[src/rtl/operand_fetch_pkg.sv]
// Shared definitions for the operand fetch block.
// Contents:
//   DEFAULT_DATA_W / DEFAULT_ADDR_W : default widths (must match the register file)
//   state_t                         : operand fetch FSM encoding
package operand_fetch_pkg;

  localparam int DEFAULT_DATA_W = 32;
  localparam int DEFAULT_ADDR_W = 5;

  typedef enum logic [1:0] {
    IDLE  = 2'd0,
    FETCH = 2'd1,
    HOLD  = 2'd2
  } state_t;

endpackage

[src/rtl/operand_fetch_if.sv]
// Request, writeback and operand channels of the operand fetch block.
// Handshake rule for both the req and op channels: a transfer happens on a
// rising clock edge where valid & ready are both 1. The producer keeps valid
// and its payload steady until that edge; ready may depend combinationally on
// the consumer's state, valid never depends on ready.
// Signals:
//   req_valid/req_ready/req_left_addr/req_right_addr : operand request channel
//   wb_valid/wb_addr/wb_data                         : pipeline writeback (no handshake)
//   op_valid/op_ready/op_left/op_right               : operand pair to execute
// Modports:
//   master : request/writeback source and operand consumer (pipeline side)
//   slave  : the operand fetch block
interface operand_fetch_if
  import operand_fetch_pkg::*;
#(
  parameter int DATA_W = DEFAULT_DATA_W,
  parameter int ADDR_W = DEFAULT_ADDR_W
);

  logic              req_valid;
  logic              req_ready;
  logic [ADDR_W-1:0] req_left_addr;
  logic [ADDR_W-1:0] req_right_addr;

  logic              wb_valid;
  logic [ADDR_W-1:0] wb_addr;
  logic [DATA_W-1:0] wb_data;

  logic              op_valid;
  logic              op_ready;
  logic [DATA_W-1:0] op_left;
  logic [DATA_W-1:0] op_right;

  modport master (
    output req_valid, req_left_addr, req_right_addr,
    output wb_valid, wb_addr, wb_data,
    output op_ready,
    input  req_ready, op_valid, op_left, op_right
  );

  modport slave (
    input  req_valid, req_left_addr, req_right_addr,
    input  wb_valid, wb_addr, wb_data,
    input  op_ready,
    output req_ready, op_valid, op_left, op_right
  );

endinterface

[src/rtl/operand_fetch_bypass.sv]
// operand_bypass: per-operand writeback forwarding.
// The register file samples its old contents on the accept edge, so a
// writeback to the same register in the accept cycle would be missed. This
// block captures that writeback at accept and substitutes it for the file
// output during FETCH.
// Ports:
//   clock, reset      : clock, synchronous active-high reset
//   accept_i          : request accepted on this edge
//   src_addr_i        : source register being accepted
//   wb_valid_i/wb_addr_i/wb_data_i : writeback in the accept cycle
//   rf_out_i          : registered register file read data (valid in FETCH)
//   operand_o         : forwarded or file value, consumed in FETCH
module operand_bypass
  import operand_fetch_pkg::*;
#(
  parameter int DATA_W = DEFAULT_DATA_W,
  parameter int ADDR_W = DEFAULT_ADDR_W
) (
  input  logic              clock,
  input  logic              reset,
  input  logic              accept_i,
  input  logic [ADDR_W-1:0] src_addr_i,
  input  logic              wb_valid_i,
  input  logic [ADDR_W-1:0] wb_addr_i,
  input  logic [DATA_W-1:0] wb_data_i,
  input  logic [DATA_W-1:0] rf_out_i,
  output logic [DATA_W-1:0] operand_o
);

  logic              fwd_q;
  logic              fwd_d;
  logic [DATA_W-1:0] fwd_data_q;
  logic [DATA_W-1:0] fwd_data_d;

  always_comb begin
    fwd_d      = fwd_q;
    fwd_data_d = fwd_data_q;
    if (accept_i) begin
      fwd_d      = wb_valid_i & (wb_addr_i == src_addr_i);
      fwd_data_d = wb_data_i;
    end
  end

  always_ff @(posedge clock) begin
    if (reset) begin
      fwd_q      <= 1'b0;
      fwd_data_q <= '0;
    end else begin
      fwd_q      <= fwd_d;
      fwd_data_q <= fwd_data_d;
    end
  end

  assign operand_o = fwd_q ? fwd_data_q : rf_out_i;

endmodule

[src/rtl/operand_fetch.sv]
// operand_fetch: read-side client and write-side driver of a 32x32 register
// file with 1-cycle registered reads. Accepts operand requests, reads both
// sources, forwards same-cycle writebacks, and holds the registered operand
// pair until execute consumes it. Request accepted at end of cycle t gives
// op_valid in cycle t+2.
// Ports:
//   clock, reset        : clock, synchronous active-high reset
//   bus                 : request / writeback / operand channels (slave side)
//   rf_left_addr/rf_right_addr : register file read addresses
//   rf_dest_addr/rf_in/rf_write_enable : register file write port
//   rf_left_out/rf_right_out   : register file read data (1-cycle latency)
//   dbg_state           : current FSM state
module operand_fetch
  import operand_fetch_pkg::*;
#(
  parameter int DATA_W = DEFAULT_DATA_W,
  parameter int ADDR_W = DEFAULT_ADDR_W
) (
  input  logic                clock,
  input  logic                reset,
  operand_fetch_if.slave      bus,
  output logic [ADDR_W-1:0]   rf_left_addr,
  output logic [ADDR_W-1:0]   rf_right_addr,
  output logic [ADDR_W-1:0]   rf_dest_addr,
  output logic [DATA_W-1:0]   rf_in,
  output logic                rf_write_enable,
  input  logic [DATA_W-1:0]   rf_left_out,
  input  logic [DATA_W-1:0]   rf_right_out,
  output state_t              dbg_state
);

  state_t            state_q;
  logic              op_valid_q;
  logic [DATA_W-1:0] op_left_q;
  logic [DATA_W-1:0] op_right_q;
  logic [ADDR_W-1:0] left_addr_q;
  logic [ADDR_W-1:0] right_addr_q;

  logic              req_ready;
  logic              accept;
  logic [DATA_W-1:0] left_operand;
  logic [DATA_W-1:0] right_operand;

  // Ready in IDLE, or in HOLD when the held pair leaves on this same edge.
  assign req_ready = ~reset & ((state_q == IDLE) | ((state_q == HOLD) & bus.op_ready));
  assign accept    = bus.req_valid & req_ready;

  // Present the incoming addresses in the accept cycle so the file's
  // registered read lines up with FETCH; otherwise keep the last accepted ones.
  assign rf_left_addr  = req_ready ? bus.req_left_addr  : left_addr_q;
  assign rf_right_addr = req_ready ? bus.req_right_addr : right_addr_q;

  assign rf_dest_addr    = bus.wb_addr;
  assign rf_in           = bus.wb_data;
  assign rf_write_enable = bus.wb_valid & ~reset;

  operand_bypass #(.DATA_W(DATA_W), .ADDR_W(ADDR_W)) u_bypass_left (
    .clock      (clock),
    .reset      (reset),
    .accept_i   (accept),
    .src_addr_i (rf_left_addr),
    .wb_valid_i (bus.wb_valid),
    .wb_addr_i  (bus.wb_addr),
    .wb_data_i  (bus.wb_data),
    .rf_out_i   (rf_left_out),
    .operand_o  (left_operand)
  );

  operand_bypass #(.DATA_W(DATA_W), .ADDR_W(ADDR_W)) u_bypass_right (
    .clock      (clock),
    .reset      (reset),
    .accept_i   (accept),
    .src_addr_i (rf_right_addr),
    .wb_valid_i (bus.wb_valid),
    .wb_addr_i  (bus.wb_addr),
    .wb_data_i  (bus.wb_data),
    .rf_out_i   (rf_right_out),
    .operand_o  (right_operand)
  );

  always_ff @(posedge clock) begin
    if (reset) begin
      state_q      <= IDLE;
      op_valid_q   <= 1'b0;
      op_left_q    <= '0;
      op_right_q   <= '0;
      left_addr_q  <= '0;
      right_addr_q <= '0;
    end else begin
      if (accept) begin
        left_addr_q  <= bus.req_left_addr;
        right_addr_q <= bus.req_right_addr;
      end
      case (state_q)
        IDLE: begin
          if (accept) state_q <= FETCH;
        end
        FETCH: begin
          state_q    <= HOLD;
          op_valid_q <= 1'b1;
          op_left_q  <= left_operand;
          op_right_q <= right_operand;
        end
        HOLD: begin
          if (bus.op_ready) begin
            op_valid_q <= 1'b0;
            // req_ready is 1 here, so req_valid means accepted.
            state_q    <= bus.req_valid ? FETCH : IDLE;
          end
        end
        default: begin
          state_q    <= IDLE;
          op_valid_q <= 1'b0;
        end
      endcase
    end
  end

  assign bus.req_ready = req_ready;
  assign bus.op_valid  = op_valid_q;
  assign bus.op_left   = op_left_q;
  assign bus.op_right  = op_right_q;
  assign dbg_state     = state_q;

endmodule
[src/flat_wrapper.sv]
// flat-port wrapper written by rule: the top's interface ports become plain ports
module operand_fetch_flat import operand_fetch_pkg::*;
#(
  parameter int DATA_W = DEFAULT_DATA_W,
  parameter int ADDR_W = DEFAULT_ADDR_W
)
  (clock, reset, rf_left_addr, rf_right_addr, rf_dest_addr, rf_in, rf_write_enable, rf_left_out, rf_right_out, dbg_state, bus_req_valid, bus_req_left_addr, bus_req_right_addr, bus_wb_valid, bus_wb_addr, bus_wb_data, bus_op_ready, bus_req_ready, bus_op_valid, bus_op_left, bus_op_right);
  operand_fetch_if #(.DATA_W(DATA_W), .ADDR_W(ADDR_W)) bus_i ();
  input  logic clock;
  input  logic reset;
  output logic [ADDR_W-1:0] rf_left_addr;
  output logic [ADDR_W-1:0] rf_right_addr;
  output logic [ADDR_W-1:0] rf_dest_addr;
  output logic [DATA_W-1:0] rf_in;
  output logic rf_write_enable;
  input  logic [DATA_W-1:0] rf_left_out;
  input  logic [DATA_W-1:0] rf_right_out;
  output state_t dbg_state;
  input wire logic [$bits(bus_i.req_valid)-1:0] bus_req_valid;
  input wire logic [$bits(bus_i.req_left_addr)-1:0] bus_req_left_addr;
  input wire logic [$bits(bus_i.req_right_addr)-1:0] bus_req_right_addr;
  input wire logic [$bits(bus_i.wb_valid)-1:0] bus_wb_valid;
  input wire logic [$bits(bus_i.wb_addr)-1:0] bus_wb_addr;
  input wire logic [$bits(bus_i.wb_data)-1:0] bus_wb_data;
  input wire logic [$bits(bus_i.op_ready)-1:0] bus_op_ready;
  output wire logic [$bits(bus_i.req_ready)-1:0] bus_req_ready;
  output wire logic [$bits(bus_i.op_valid)-1:0] bus_op_valid;
  output wire logic [$bits(bus_i.op_left)-1:0] bus_op_left;
  output wire logic [$bits(bus_i.op_right)-1:0] bus_op_right;
  assign bus_i.req_valid = bus_req_valid;
  assign bus_i.req_left_addr = bus_req_left_addr;
  assign bus_i.req_right_addr = bus_req_right_addr;
  assign bus_i.wb_valid = bus_wb_valid;
  assign bus_i.wb_addr = bus_wb_addr;
  assign bus_i.wb_data = bus_wb_data;
  assign bus_i.op_ready = bus_op_ready;
  assign bus_req_ready = bus_i.req_ready;
  assign bus_op_valid = bus_i.op_valid;
  assign bus_op_left = bus_i.op_left;
  assign bus_op_right = bus_i.op_right;
  operand_fetch #(.DATA_W(DATA_W), .ADDR_W(ADDR_W)) u_core (.clock(clock), .reset(reset), .bus(bus_i), .rf_left_addr(rf_left_addr), .rf_right_addr(rf_right_addr), .rf_dest_addr(rf_dest_addr), .rf_in(rf_in), .rf_write_enable(rf_write_enable), .rf_left_out(rf_left_out), .rf_right_out(rf_right_out), .dbg_state(dbg_state));
endmodule
[config.mk]
export PLATFORM = sky130hd
export DESIGN_NAME = operand_fetch_flat
export DESIGN_NICKNAME = d
export VERILOG_FILES = /design/src/rtl/operand_fetch_pkg.sv /design/src/rtl/operand_fetch_if.sv /design/src/rtl/operand_fetch_bypass.sv /design/src/rtl/operand_fetch.sv /design/src/flat_wrapper.sv
export SDC_FILE = /design/constraint.sdc
export NUM_CORES = 1
export LEC_CHECK = 0
export ABC_AREA = 0
export BUFFER_PORTS_ARGS = -buffer_cell sky130_fd_sc_hd__buf_4
export CORE_ASPECT_RATIO = 0.75
export CORE_UTILIZATION = 27
export DETAILED_ROUTE_END_ITERATION = 8
export GPL_TIMING_DRIVEN = 0
export PLACE_DENSITY = 0.51
export SLEW_MARGIN = 20
export SYNTH_ARGS = -nofsm -noshare
export SYNTH_HDL_FRONTEND = slang
export SYNTH_SLANG_ARGS = --single-unit
export TNS_END_PERCENT = 100
[constraint.sdc]
create_clock -name clock -period 4 [get_ports clock]
set_clock_uncertainty 0.15 [all_clocks]
set_input_delay 0.8 -clock clock [delete_from_list [all_inputs] [get_ports clock]]
set_output_delay 0.8 -clock clock [all_outputs]
set_load 0.1 [all_outputs]
# [Word level (Yosys, flattened, before mapping)]
# Cells that the tools add are included.
[totals] reg_bits=111 input_bits=116 out_inout_bits=116 wordCells=37
[classes] eq_ne=6 muxes=10 bitwise_logic=9 reduce_logical=3
[ops] cell="32-bit 2-to-1 mux" n=2
[ops] cell="5-bit equality test" n=2
[ops] cell="5-bit 2-to-1 mux" n=2
[ops] cell="1-bit bitwise AND" n=6
[ops] cell="2-bit one-hot mux with 3 select lines" n=1
[ops] cell="2-bit 2-to-1 mux" n=2
[ops] cell="2-bit AND reduction" n=2
[ops] cell="1-bit one-hot mux with 3 select lines" n=1
[ops] cell="2-bit by 1-bit equality test with 1-bit output (second input constant)" n=1
[ops] cell="2-bit equality test (second input constant)" n=1
[ops] cell="2-bit logical NOT" n=1
[ops] cell="1-bit 2-to-1 mux" n=2
[ops] cell="2-bit by 1-bit inequality test with 1-bit output (second input constant)" n=1
[ops] cell="2-bit inequality test (second input constant)" n=1
[ops] cell="1-bit inverter" n=2
[ops] cell="1-bit OR" n=1

# [Depth between registers and ports, before layout]
# Gate-level depths: netlist (run 1).
[logic_depth] ltp_word=7 mapped_depth=6 ltp_nobuf=6

# [Hierarchy]
# From an unflattened synthesis (run 1), not the netlist that was laid out.
[unflattened] cells_unflattened=673 hier_area_um2=6643.9
[by_module_without_submodules] mod="operand_bypass" instances=2 cells_each=150 area_per_inst_um2=1762.9 seq_area_each_um2=660.6
[by_module_without_submodules] mod="operand_fetch" instances=1 cells_each=373 area_per_inst_um2=3118.0 seq_area_each_um2=1541.5

# [Worst setup path before layout (run 1)]
# No wires, ideal clock.
[synth_timing] kind="register to output" from="reg u_core.state_q[0] (netlist: u_core.dbg_state[0])" to="out rf_left_addr[0]" t_arrival_ns=2.423 setup_slack_ns=0.627 stages_incl_launch_ff=7 path_cell_list="dfxtp_1 nor2_2 nand2_2 inv_2 buf_2 nand2_1 nand2_1"
[synth_via] elab_chain_cells=5
[synth_lines] element="from (decl)" line="operand_fetch.sv:32" text="state_t state_q;"
[synth_lines] element="from (signal assigned)" line="operand_fetch.sv:108" text="state_q <= bus.req_valid ? FETCH : IDLE;"
[synth_lines] element="2-bit equality test" line="operand_fetch.sv:45" text="assign req_ready = ~reset & ((state_q == IDLE) | ((state_q == HOLD) & bus.op_ready));"
[synth_lines] element="1-bit bitwise AND" line="operand_fetch.sv:45"
[synth_lines] element="1-bit OR *" line="operand_fetch.sv:45"
[synth_lines] element="1-bit bitwise AND *" line="operand_fetch.sv:45"
[synth_lines] element="net bus_req_ready" line="flat_wrapper.sv:26" text="output wire logic [$bits(bus_i.req_ready)-1:0] bus_req_ready;"
[synth_lines] element="5-bit 2-to-1 mux *" line="operand_fetch.sv:50" text="assign rf_left_addr = req_ready ? bus.req_left_addr : left_addr_q;"
[synth_lines] element="to (decl)" line="flat_wrapper.sv:11" text="output logic [ADDR_W-1:0] rf_left_addr;"
# The timed path passes the listed nets; every way through them passes the cells marked *.

# [Worst setup path in the final report (run 1)]
[layout_timing] from="in bus_op_ready" to="out rf_left_addr[3]"
[layout_via] elab_chain_cells=4
[layout_lines] element="from (decl)" line="flat_wrapper.sv:25" text="input wire logic [$bits(bus_i.op_ready)-1:0] bus_op_ready;"
[layout_lines] element="1-bit bitwise AND" line="operand_fetch.sv:45"
[layout_lines] element="1-bit OR" line="operand_fetch.sv:45"
[layout_lines] element="1-bit bitwise AND" line="operand_fetch.sv:45"
[layout_lines] element="5-bit 2-to-1 mux" line="operand_fetch.sv:50"
# No other way between the ends.

==> flow_summary.toml, run 1 <==
[status]
status = "finished, final reports clean"

[logic_synthesis]
yosys.area_share.adder_pct = 0
post_synth_inst_count = 590
synth.yosys.seq_area_share_pct = 42.3
yosys_register_bits = 111
largest_family_of_logic_cells_by_synthesized_area = "compound AO/OA/AOI/OAI gates"
synth_top_cells_by_area = "sky130_fd_sc_hd__dfxtp_1 42%, sky130_fd_sc_hd__mux2i_1 13%, sky130_fd_sc_hd__a211oi_2 9.0%"
synth_simple_gate_area_share_pct = 15.3
synth-compound-area-share_pct = 18.9
netlist-cell-type-count = 33
synth.cell_area_sq_um = 5250
top_cell_type_s_share_of_synthesized_area_pct = 42.3
synth.yosys.warnings = 0
post_synth_xor_area_fraction_pct = 0.500
synth.avg_cell_area_sq_um = 8.90
synth_mux_area_share_pct = 12.6
yosys.area.top_type = "sky130_fd_sc_hd__dfxtp_1"
postSynthNetCount = 706

[setup_path]
endpoint_kind = "output pin"
critical_path.slowest_cell = "sky130_fd_sc_hd__buf_4"
crit_path_start_kind = "input port"
crit_fanout = 10
critical_path_arrival_ns = 1.98
critPathMaxStageDelay_ns = 0.28
cp_cell_sequence = "buf_4 > nand2b_1 > nand2_2 > inv_2 > buf_2 > nand2_1 > nand2_1 > buf_4"
criticalPathCategory = "input port to output pin"
cp.required_ns = 3.05

[routing]
routed-via-count = 4895
drt-initial-drc-count = 195
wl_final_um = 18600
post_drt_wl_per_cell_um = 17.1
route.antenna.remaining_nets = 0
drc_errors = 0
avgViaCountPerCell = 4.52
drtPass1Iterations = 4

[placement]
total_instance_count_after_detailed_placement = 1068
place_hpwl_um = 14400
port_buffers = 231
post-place-ws_ns = 1.08
detailed_place.area_sq_um = 7300
gpl.final_weighted_congestion = 0.789

[clocking]
htree_levels = 3
clockBufferDepth = 2
cts.sink_count = 111
cts-root-buf = "sky130_fd_sc_hd__clkbuf_16"
tritoncts = "yes"
post-cts-setup-buffers = 0
clk-insertion-delay-late_ns = 0.35
cts_inserted_buffers = 9
post_cts_resized = 0
cts.reportedPaths.clkPinSlew_ns = 0.07
cts_hold_buf = 0

[die]
core_area_sq_um = 18800
rows = 43
die-width_um = 163
die_area_sq_um = 20000
initial_utilization_pct = 28.0
die-height_um = 123
io-pin-count = 232

[hold_path]
hold_path.class = "register to register"

[global_routing]
grt_usage_pct = 18.4
grt_antenna_before_repair = 0
grt-ovfl-total = 0
first_pass_grt_wire_length_um = 27500
grt_pass1_vias = 4726
grt_max_degree = 20

[cells_and_area]
post_route_cells_drive_above_1_share_pct = 43.2
design_area_final_sq_um = 7620
nets_final = 948
n_antenna_cell = 0
nFillCells = 1948
synthesis_to_finish_area_growth_pct = 45.1
instances_no_fill = 1084

[timing]
hold_viol = 0
final_critical_path_setup_slack_ns = 1.07
rsz_0062_raised_after_global_routing = "no"
final_min_period_over_clock_period_pct = 73.3
slew_violations = 0
relSlewSlack_pct = 41.4
timing.final.setup_violations = 0
tns_ns = 0
post-route-min-period_ns = 2.93
timing_worst_slew_pin_value_ns = 0.879
maxClockFrequency_mhz = 341

[power_and_ir_drop]
power_per_cell_area_nw_per_um2 = 443
ir_worst_vdd_mv = 0.241
power.static_leakage_nw = 3.19

[run]
max_cap_viol_count = 0
[cell families (layout without fill, tap and decap cells)]
| kind of cell | Yosys count | in the layout |
|---|---|---|
| AOI/OAI and AO/OA | 120 | 120 |
| xor gates and xnor gates | 3 | 3 |
| buffers and inverters | 87 | 334 |
| DFF | 111 | 111 |
| muxes | 66 | 66 |
| and+or+nand+nor | 203 | 203 |
[placed cells by master (no fill, tap or decap), drive strengths merged]
master | Yosys | routed
a2111oi | 1 | 1
nand2b | 2 | 2
a21oi | 43 | 43
or2 | 2 | 2
and2b | 1 | 1
a32oi | 1 | 1
o2111ai | 1 | 1
xor2 | 3 | 3
buf | 76 | 307
nand3 | 1 | 1
dfxtp | 111 | 111
clkbuf | 5 | 14
and3 | 1 | 1
o22ai | 1 | 1
bufinv | 0 | 2
nand2 | 116 | 116
nor2b | 4 | 4
nor2 | 73 | 73
nor3 | 1 | 1
clkinv | 0 | 2
a32o | 1 | 1
mux2i | 66 | 66
a211oi | 66 | 66
o21ai | 1 | 1
o2bb2ai | 2 | 2
inv | 6 | 9
and2 | 2 | 2
o221ai | 3 | 3
[synthesized netlist by cell type]
master and n:
sky130_fd_sc_hd__nand3_2 1, sky130_fd_sc_hd__clkbuf_1 5, sky130_fd_sc_hd__and2_1 2, sky130_fd_sc_hd__a211oi_1 28, sky130_fd_sc_hd__mux2i_1 66, sky130_fd_sc_hd__a21oi_1 43, sky130_fd_sc_hd__and3_1 1, sky130_fd_sc_hd__a211oi_2 38
sky130_fd_sc_hd__nor2_2 1, sky130_fd_sc_hd__inv_2 2, sky130_fd_sc_hd__nand2b_1 2, sky130_fd_sc_hd__a2111oi_0 1, sky130_fd_sc_hd__inv_1 4, sky130_fd_sc_hd__dfxtp_1 111, sky130_fd_sc_hd__buf_6 2, sky130_fd_sc_hd__nor3_1 1
sky130_fd_sc_hd__nor2_1 72, sky130_fd_sc_hd__buf_1 6, sky130_fd_sc_hd__a32oi_1 1, sky130_fd_sc_hd__a32o_1 1, sky130_fd_sc_hd__buf_4 48, sky130_fd_sc_hd__or2_2 2, sky130_fd_sc_hd__xor2_1 3, sky130_fd_sc_hd__o21ai_1 1
sky130_fd_sc_hd__o2111ai_1 1, sky130_fd_sc_hd__o22ai_1 1, sky130_fd_sc_hd__nand2_2 1, sky130_fd_sc_hd__buf_2 20, sky130_fd_sc_hd__o221ai_1 3, sky130_fd_sc_hd__o2bb2ai_1 2, sky130_fd_sc_hd__nand2_1 115, sky130_fd_sc_hd__and2b_1 1
sky130_fd_sc_hd__nor2b_1 4
[final timing paths]
path	slack (ns)	to	depth (start not counted)	from
hold reg to reg	0.31	u_core.right_addr_q[2]	2	u_core.right_addr_q[2]
setup reg to reg	2.29	u_core.u_bypass_left.fwd_data_q[0]	5	u_core.dbg_state[0]
hold / removal	0.31	u_core.right_addr_q[2]	2	u_core.right_addr_q[2]
setup / recovery	1.07	rf_left_addr[3]	8	bus_op_ready
[critical path: cells and delay by family]
| kind | cells | cell delay [ns] |
|---|---|---|
| buf+inv | 4 | 0.75 |
| simple gates | 4 | 0.43 |
[metal layers]
layer	track usage (%)	wire length, um	up-vias
li1	-	-	2464
met1	25.1	8720	2257
met2	28.1	8120	162
met3	6.35	1590	12
met4	3.56	129	0
met5	0	0	-
[power by group]
part / switching (W) / internal (W)
Sequential: 0.0000477 / 0.00118
Clock: 0.000444 / 0.000559
Combinational: 0.000846 / 0.000302
Total: 0.00134 / 0.00204
[through the flow]
step	util [%]	power, W	hold WS (ns)
final	40.6	0.00337	0.309
after floorplan	-	0.00209	0.286
after CTS	40.6	0.00342	0.310
after global placement	38.9	0.00240	0.296
after global routing	40.6	0.00352	0.325
after detailed placement	38.9	0.00241	0.300
[sequential cells by signal (all words and copies together), names as in the netlist]
name                             flops
u_core.bus.op_left                  32
u_core.bus.op_right                 32
u_core.bus.op_valid                  1
u_core.dbg_state                     2
u_core.left_addr_q                   5
u_core.right_addr_q                  5
u_core.u_bypass_left.fwd_data_q     32
u_core.u_bypass_left.fwd_q           1
u_core.u_bypass_right.fwd_q          1
[final cells by class]
| type | count | area (sq um) | share of cell area (%) |
|---|---|---|---|
| Clock buffer | 9 | 225 | 2.95 |
| Clock inverter | 7 | 103 | 1.35 |
| Timing Repair Buffer | 231 | 1730 | 22.7 |
| Inverter | 6 | 22.5 | 0.295 |
| Multi-Input combinational cell | 392 | 2480 | 32.6 |
| Tap cell | 247 | 309 | 4.05 |
| Buffer | 81 | 524 | 6.88 |
| Sequential cell | 111 | 2220 | 29.1 |
Power figures use the tool's default switching activity.
==> run 2, diff against run 1 <==
--- a/config.mk
+++ b/config.mk
@@ -5,13 +5,13 @@
 export SDC_FILE = /design/constraint.sdc
 export NUM_CORES = 1
 export LEC_CHECK = 0
-export ABC_AREA = 0
+export ABC_AREA = 1
 export BUFFER_PORTS_ARGS = -buffer_cell sky130_fd_sc_hd__buf_4
 export CORE_ASPECT_RATIO = 0.75
 export CORE_UTILIZATION = 27
 export DETAILED_ROUTE_END_ITERATION = 8
 export GPL_TIMING_DRIVEN = 0
-export PLACE_DENSITY = 0.51
+export PLACE_DENSITY = 0.53
 export SLEW_MARGIN = 20
 export SYNTH_ARGS = -nofsm -noshare
 export SYNTH_HDL_FRONTEND = slang
==> constraint.sdc (replaced) <==
create_clock -name clock -period 2.5 [get_ports clock]
set_clock_uncertainty 0.15 [all_clocks]
set_input_delay 0.5 -clock clock [delete_from_list [all_inputs] [get_ports clock]]
set_output_delay 0.5 -clock clock [all_outputs]
set_load 0.1 [all_outputs]
==> run 2 against run 1 <==
Clock-buffer cell count grew 2. Area after synthesis shrank 3.5%. Synthesized cell count grew 19%. Hold slack lost 0.093 ns. Sequential share of layout area grew 0.94 points. Routed wire length grew 4.5%. Global-route usage grew 1.4 points. Critical path type is now register to output pin. Critical endpoint is now rf_left_addr[4]. Largest power group unchanged.
==> flow_summary.toml, run 2 <==
[status]
status = "finished, final reports clean"

[die]
core_area_sq_um = 18500
io-pin-count = 232
die-height_um = 121
initial_utilization_pct = 27.5
rows = 43
die_area_sq_um = 19300
die-width_um = 160

[cells_and_area]
design_area_final_sq_um = 7390
post_route_cells_drive_above_1_share_pct = 33.7
synthesis_to_finish_area_growth_pct = 45.8
most_common_library_cell_in_the_layout_ignoring_fill_and_taps = "sky130_fd_sc_hd__buf_4"
layout_common_cells = "269 x sky130_fd_sc_hd__buf_4, 175 x sky130_fd_sc_hd__nand2_1, 168 x sky130_fd_sc_hd__a21oi_1"
n_antenna_cell = 0
nets_final = 1058
final_core_utilization_pct = 40.1

[power_and_ir_drop]
comb_power_share_pct = 34.1
power_frac_seq_pct = 38.3
p_switching_w = 0.00207
power_frac_clock_pct = 27.5
power_per_cell_area_nw_per_um2 = 690
report.power.total_w = 0.00510
cell_internal_pwr_w = 0.00304
power.static_leakage_nw = 3.31
power.share.switching_pct = 40.5
ir_worst_vdd_mv = 0.404

[logic_synthesis]
top_cell_type_s_share_of_synthesized_area_pct = 43.8
post_synth_most_frequent_cells = "175 x sky130_fd_sc_hd__nand2_1, 168 x sky130_fd_sc_hd__a21oi_1, 111 x sky130_fd_sc_hd__dfxtp_1, 67 x sky130_fd_sc_hd__o21ai_0, 39 x sky130_fd_sc_hd__buf_4"
synth.yosys.warnings = 0
yosys_register_bits = 111
synth.avg_cell_area_sq_um = 7.23
yosys.area.top_type = "sky130_fd_sc_hd__dfxtp_1"
post_synth_inst_count = 701
netlist-cell-type-count = 23
async_reset_ff_share_pct = 0
postSynthNetCount = 817
synth_top_cells_by_area = "sky130_fd_sc_hd__dfxtp_1 44%, sky130_fd_sc_hd__a21oi_1 17%, sky130_fd_sc_hd__nand2_1 13%"
ys.flop_type = "sky130_fd_sc_hd__dfxtp_1"
synth.yosys.seq_area_share_pct = 43.8
synth-edff-count = 0
synth.cell_area_sq_um = 5070
post-synth-top-count-cell = "sky130_fd_sc_hd__nand2_1"

[timing]
maxClockFrequency_mhz = 437
final_min_period_over_clock_period_pct = 91.5
post-route-min-period_ns = 2.29
relSlewSlack_pct = 57.5
slew_violations = 0
hold_viol = 0
tns_ns = 0
timing.final.setup_violations = 0
timing_worst_slew_pin_value_ns = 0.637
rsz_0062_raised_after_global_routing = "no"
final_critical_path_setup_slack_ns = 0.213

[setup_path]
critical_path_arrival_ns = 1.64
criticalPathCategory = "register to output pin"
endpoint_kind = "output pin"
timing.reg2reg.setup_slack_ns = 0.71
worst_r2r_path_depth = 5
crit_fanout = 10
cp_cell_sequence = "nor2_8 > nand2_4 > buf_4 > nand2_1 > nand2_1 > buf_4"
critPathMaxStageDelay_ns = 0.42
cp.required_ns = 1.85
critical_path.slowest_cell = "sky130_fd_sc_hd__dfxtp_2"
reg2reg_from = "u_core.u_bypass_left.fwd_q"
timing.rr.end = "u_core.bus.op_left[15]"
crit_path_start_kind = "register"

[clocking]
cts_inserted_buffers = 9
htree_levels = 3
tritoncts = "yes"
clockBufferDepth = 2
clk-insertion-delay-late_ns = 0.35
cts_hold_buf = 0
post_cts_resized = 0
post-cts-setup-buffers = 0
cts.reportedPaths.clkPinSlew_ns = 0.07
cts-root-buf = "sky130_fd_sc_hd__clkbuf_16"
cts.sink_count = 111

[global_routing]
grt_antenna_before_repair = 0
grt_usage_pct = 19.8
grt_pass1_vias = 5228
first_pass_grt_wire_length_um = 29600
grt-ovfl-total = 0
grt_max_degree = 19

[placement]
post-place-ws_ns = 0.304
port_buffers = 230
gpl.final_weighted_congestion = 0.849
detailed_place.area_sq_um = 7110
place_hpwl_um = 15000

[hold_path]
hold_path.class = "input port to register"
hold_end = "u_core.bus.op_valid"
hold_path.startpoint = "bus_op_ready"
hold-path-cell-count = 2

[routing]
drc_errors = 0
drt-initial-drc-count = 352
routed-via-count = 5523
route.antenna.remaining_nets = 0
post_drt_wl_per_cell_um = 16.2
wl_final_um = 19400
avgViaCountPerCell = 4.63
drtPass1Iterations = 6

[run]
max_cap_viol_count = 0
[run 2: power by group through the flow]
stage | clock network, W | registers (W) | logic [W]
CTS | 0.00144 | 0.00196 | 0.00175
global route | 0.00151 | 0.00197 | 0.00182
detailed placement | 0 | 0.00200 | 0.00175
global placement | 0 | 0.00200 | 0.00174
floorplan | 0 | 0.00254 | 0.000707
finish | 0.00141 | 0.00196 | 0.00174
[run 2: how the worst max path moves through the flow]
stage / start / to / slack [ns] / depth (start not counted)
final: u_core.dbg_state[0] / rf_left_addr[4] / 0.21 / 6
after global routing: u_core.dbg_state[0] / rf_left_addr[4] / 0.11 / 6
after CTS: u_core.dbg_state[0] / rf_left_addr[4] / 0.20 / 6
after detailed placement: bus_op_ready / rf_right_addr[0] / 0.30 / 8
after global placement: bus_op_ready / rf_right_addr[0] / 0.32 / 8
after floorplan: u_core.dbg_state[1] / rf_left_addr[4] / 0.05 / 5
[run 2: metrics by stage]
stage          hold slack [ns]  instances
6_report                 0.216       1194
3_5_place_dp             0.311       1178
5_1_grt                  0.213       1194
4_1_cts                  0.205       1194
2_1_floorplan            0.295        701
3_3_place_gp             0.310       1178
[run 2: metal layers]
metal | global-route usage, % | part of all wire (%) | vias to the layer above
li1 | - | - | 2779
met1 | 27.5 | 49 | 2555
met2 | 30.8 | 43 | 176
met3 | 5.32 | 6.7 | 13
met4 | 3.57 | 0.86 | 0
met5 | 0 | 0 | -
[run 2: final cells by class]
| type | instances | area, sq um |
|---|---|---|
| Fill cell | 1995 | 11100 |
| Sequential cell | 111 | 2220 |
| Multi-Input combinational cell | 473 | 2200 |
| Timing Repair Buffer | 230 | 1730 |
| Buffer | 90 | 554 |
| Tap cell | 247 | 309 |
| Clock buffer | 11 | 243 |
| Inverter | 27 | 101 |
| Clock inverter | 5 | 40.0 |
[run 2: logic make-up (layout without fill, tap and decap cells)]
family | after synthesis | count (layout) | synth area share [%]
buffers and inverters | 117 | 363 | 12.9
and+or+nand+nor | 231 | 231 | 19.1
DFF | 111 | 111 | 43.8
AOI/OAI and AO/OA | 242 | 242 | 24.2
[run 2: critical path, delay by kind of cell, from the launching register on]
family                 cells  cell delay [ns]
and+or+nand+nor            4             0.37
buffers and inverters      2             0.49
DFF                        1             0.42
==> run 3, diff against run 2 <==
--- a/config.mk
+++ b/config.mk
@@ -12,6 +12,7 @@
 export DETAILED_ROUTE_END_ITERATION = 8
 export GPL_TIMING_DRIVEN = 0
 export PLACE_DENSITY = 0.53
+export REMOVE_ABC_BUFFERS = 1
 export SLEW_MARGIN = 20
 export SYNTH_ARGS = -nofsm -noshare
 export SYNTH_HDL_FRONTEND = slang
==> run 3 against run 2 <==
Maximum frequency decreased by 4.6%. Clock-buffer cell count up 1. Global-route usage shrank 1.6 points. Hold slack got worse by 0.0018 ns. Largest cell class is now flip-flops and latches. Power shrank 2.4%. Sequential share of layout area up 1.7 points. Critical path type unchanged. Combinational power shrank 3%. Sequential power hardly changed.
==> flow_summary.toml, run 3 (synthesized netlist as in run 2, its figures left out) <==
[status]
status = "finished, final reports clean"

[cells_and_area]
design_area_final_sq_um = 7000
post_route_cells_drive_above_1_share_pct = 30.6
synthesis_to_finish_area_growth_pct = 38.0
layout_common_cells = "230 x sky130_fd_sc_hd__buf_4, 175 x sky130_fd_sc_hd__nand2_1, 168 x sky130_fd_sc_hd__a21oi_1"
final_core_utilization_pct = 37.9
nets_final = 976
n_antenna_cell = 0
most_common_library_cell_in_the_layout_ignoring_fill_and_taps = "sky130_fd_sc_hd__buf_4"

[setup_path]
criticalPathCategory = "register to output pin"
path_common_cell = "sky130_fd_sc_hd__nand2_1"
timing.rr.end = "u_core.bus.op_right[14]"
endpoint_kind = "output pin"
reg2reg_from = "u_core.dbg_state[0]"
timing.critical_path.from = "u_core.dbg_state[0]"
crit_path_start_kind = "register"
worst_r2r_path_depth = 7
cp_cell_sequence = "nor2_8 > nand2_4 > nand2_1 > nand2_1 > buf_4"
timing.reg2reg.setup_slack_ns = 0.28
critical_path_arrival_ns = 1.75
critical_path.slowest_cell = "sky130_fd_sc_hd__dfxtp_1"
crit_fanout = 19
critPathTopFamily = "flip-flops"
cp.required_ns = 1.85
path_buf_inv = 1
critPathMaxStageDelay_ns = 0.62

[global_routing]
grt_antenna_before_repair = 0
grt_pass1_vias = 4899
grt-ovfl-total = 0
grt_usage_pct = 18.1
grt_max_degree = 67
first_pass_grt_wire_length_um = 27500

[clocking]
clk-insertion-delay-late_ns = 0.35
clockBufferDepth = 2
cts_inserted_buffers = 9
tritoncts = "yes"
cts_hold_buf = 0
htree_levels = 3
cts-root-buf = "sky130_fd_sc_hd__clkbuf_16"
cts.sink_count = 111
cts.reportedPaths.clkPinSlew_ns = 0.08

[timing]
timing_worst_slew_pin_value_ns = 0.800
hold_viol = 0
timing.final.setup_violations = 0
rsz_0062_raised_after_global_routing = "no"
relSlewSlack_pct = 46.6
tns_ns = 0
slew_violations = 0
maxClockFrequency_mhz = 417
post-route-min-period_ns = 2.40
final_min_period_over_clock_period_pct = 95.9

[die]
io-pin-count = 232
die-width_um = 160
rows = 43
initial_utilization_pct = 27.5
die_area_sq_um = 19300
die-height_um = 121
core_area_sq_um = 18500

[placement]
gpl.final_weighted_congestion = 0.793
detailed_place.area_sq_um = 6680
port_buffers = 231
place_hpwl_um = 11700

[power_and_ir_drop]
ir_worst_vdd_mv = 0.301
power.static_leakage_nw = 3.03
power_per_cell_area_nw_per_um2 = 712

[run]
max_cap_viol_count = 0

[routing]
post_drt_wl_per_cell_um = 16.0
drc_errors = 0
route.antenna.remaining_nets = 0
wl_final_um = 17800
routed-via-count = 5268
drt-initial-drc-count = 389
drtPass1Iterations = 4
avgViaCountPerCell = 4.74

[hold_path]
hold_path.startpoint = "bus_op_ready"
hold_end = "u_core.bus.op_valid"
hold-path-cell-count = 2
hold_path.class = "input port to register"
==> run 3: cell types whose count changed in the layout (fill, tap and decap cells not counted), moves of 2 or more <==
cell | previous run | this run
sky130_fd_sc_hd__clkbuf_1 | 27 | 3
sky130_fd_sc_hd__buf_12 | 0 | 5
sky130_fd_sc_hd__buf_2 | 19 | 0
sky130_fd_sc_hd__buf_4 | 269 | 230
sky130_fd_sc_hd__buf_8 | 2 | 0
sky130_fd_sc_hd__nor2_4 | 0 | 2
sky130_fd_sc_hd__clkinvlp_4 | 0 | 3
sky130_fd_sc_hd__inv_1 | 25 | 22
sky130_fd_sc_hd__clkinv_4 | 2 | 0
sky130_fd_sc_hd__buf_6 | 3 | 1
==> run 3: worst register-to-register path: stages (launching register included) <==
cell and delay, ns:
sky130_fd_sc_hd__dfxtp_1 0.62, sky130_fd_sc_hd__inv_1 0.16, sky130_fd_sc_hd__nor2_4 0.13, sky130_fd_sc_hd__buf_12 0.19
sky130_fd_sc_hd__buf_12 0.21, sky130_fd_sc_hd__inv_4 0.29, sky130_fd_sc_hd__a21oi_1 0.26, sky130_fd_sc_hd__a21oi_1 0.09
==> run 3: report_power, final <==
group | total [W] | switching (W) | internal, W | leakage, nW
clock network | 0.00135 | 0.000671 | 0.000683 | 0.119
logic | 0.00168 | 0.00128 | 0.000394 | 2.00
registers | 0.00195 | 0.0000704 | 0.00188 | 0.911
total | 0.00498 | 0.00202 | 0.00296 | 3.03
==> run 3: what timing repair did <==
item	4_1_cts	5_1_grt
endpoints found under the setup margin	49	50
buffers inserted	0	1
resized for setup	4	2
cloned	0	1
pin swaps	0	1
==> run 3: cell type report <==
type / count / area, sq um
flip-flops and latches: 111 / 2230
inverters: 27 / 111
clock inverters: 4 / 31.3
repair buffers: 237 / 1870
multi-input cells: 474 / 2220
fillers: 1996 / 11500
clock buffers: 12 / 236
well taps: 247 / 309
==> run 3: through the flow <==
step                      worst slack, ns  hold WS [ns]  cells  total power, W
after floorplan                     -1.69         0.289    611         0.00293
after global placement              -3.91         0.307   1089         0.00365
after detailed placement           -0.830         0.306   1094         0.00366
after CTS                         0.00402         0.198   1110         0.00504
after global routing               0.0199         0.213   1112         0.00519
final                               0.102         0.215   1112         0.00498
==> run 3: worst max path at each step <==
| stage | end | slack [ns] | cells past startpoint |
|---|---|---|---|
| final | rf_right_addr[2] | 0.10 | 5 |
| after global routing | rf_right_addr[2] | 0.02 | 5 |
| after CTS | rf_right_addr[2] | 0.004 | 5 |
| after detailed placement | u_core.left_addr_q[0] | -0.83 | 6 |
| after global placement | u_core.bus.op_left[17] | -3.91 | 5 |
| after floorplan | u_core.bus.op_left[0] | -1.69 | 5 |
==> run 3: metal layers <==
layer  GRT usage [%]  wire, um  vias to the layer above
met1            25.3      8690                     2444
li1                -         -                     2617
met2            27.4      7600                      199
met5               0         0                        -
met3            5.21      1370                        8
met4            4.05       133                        0
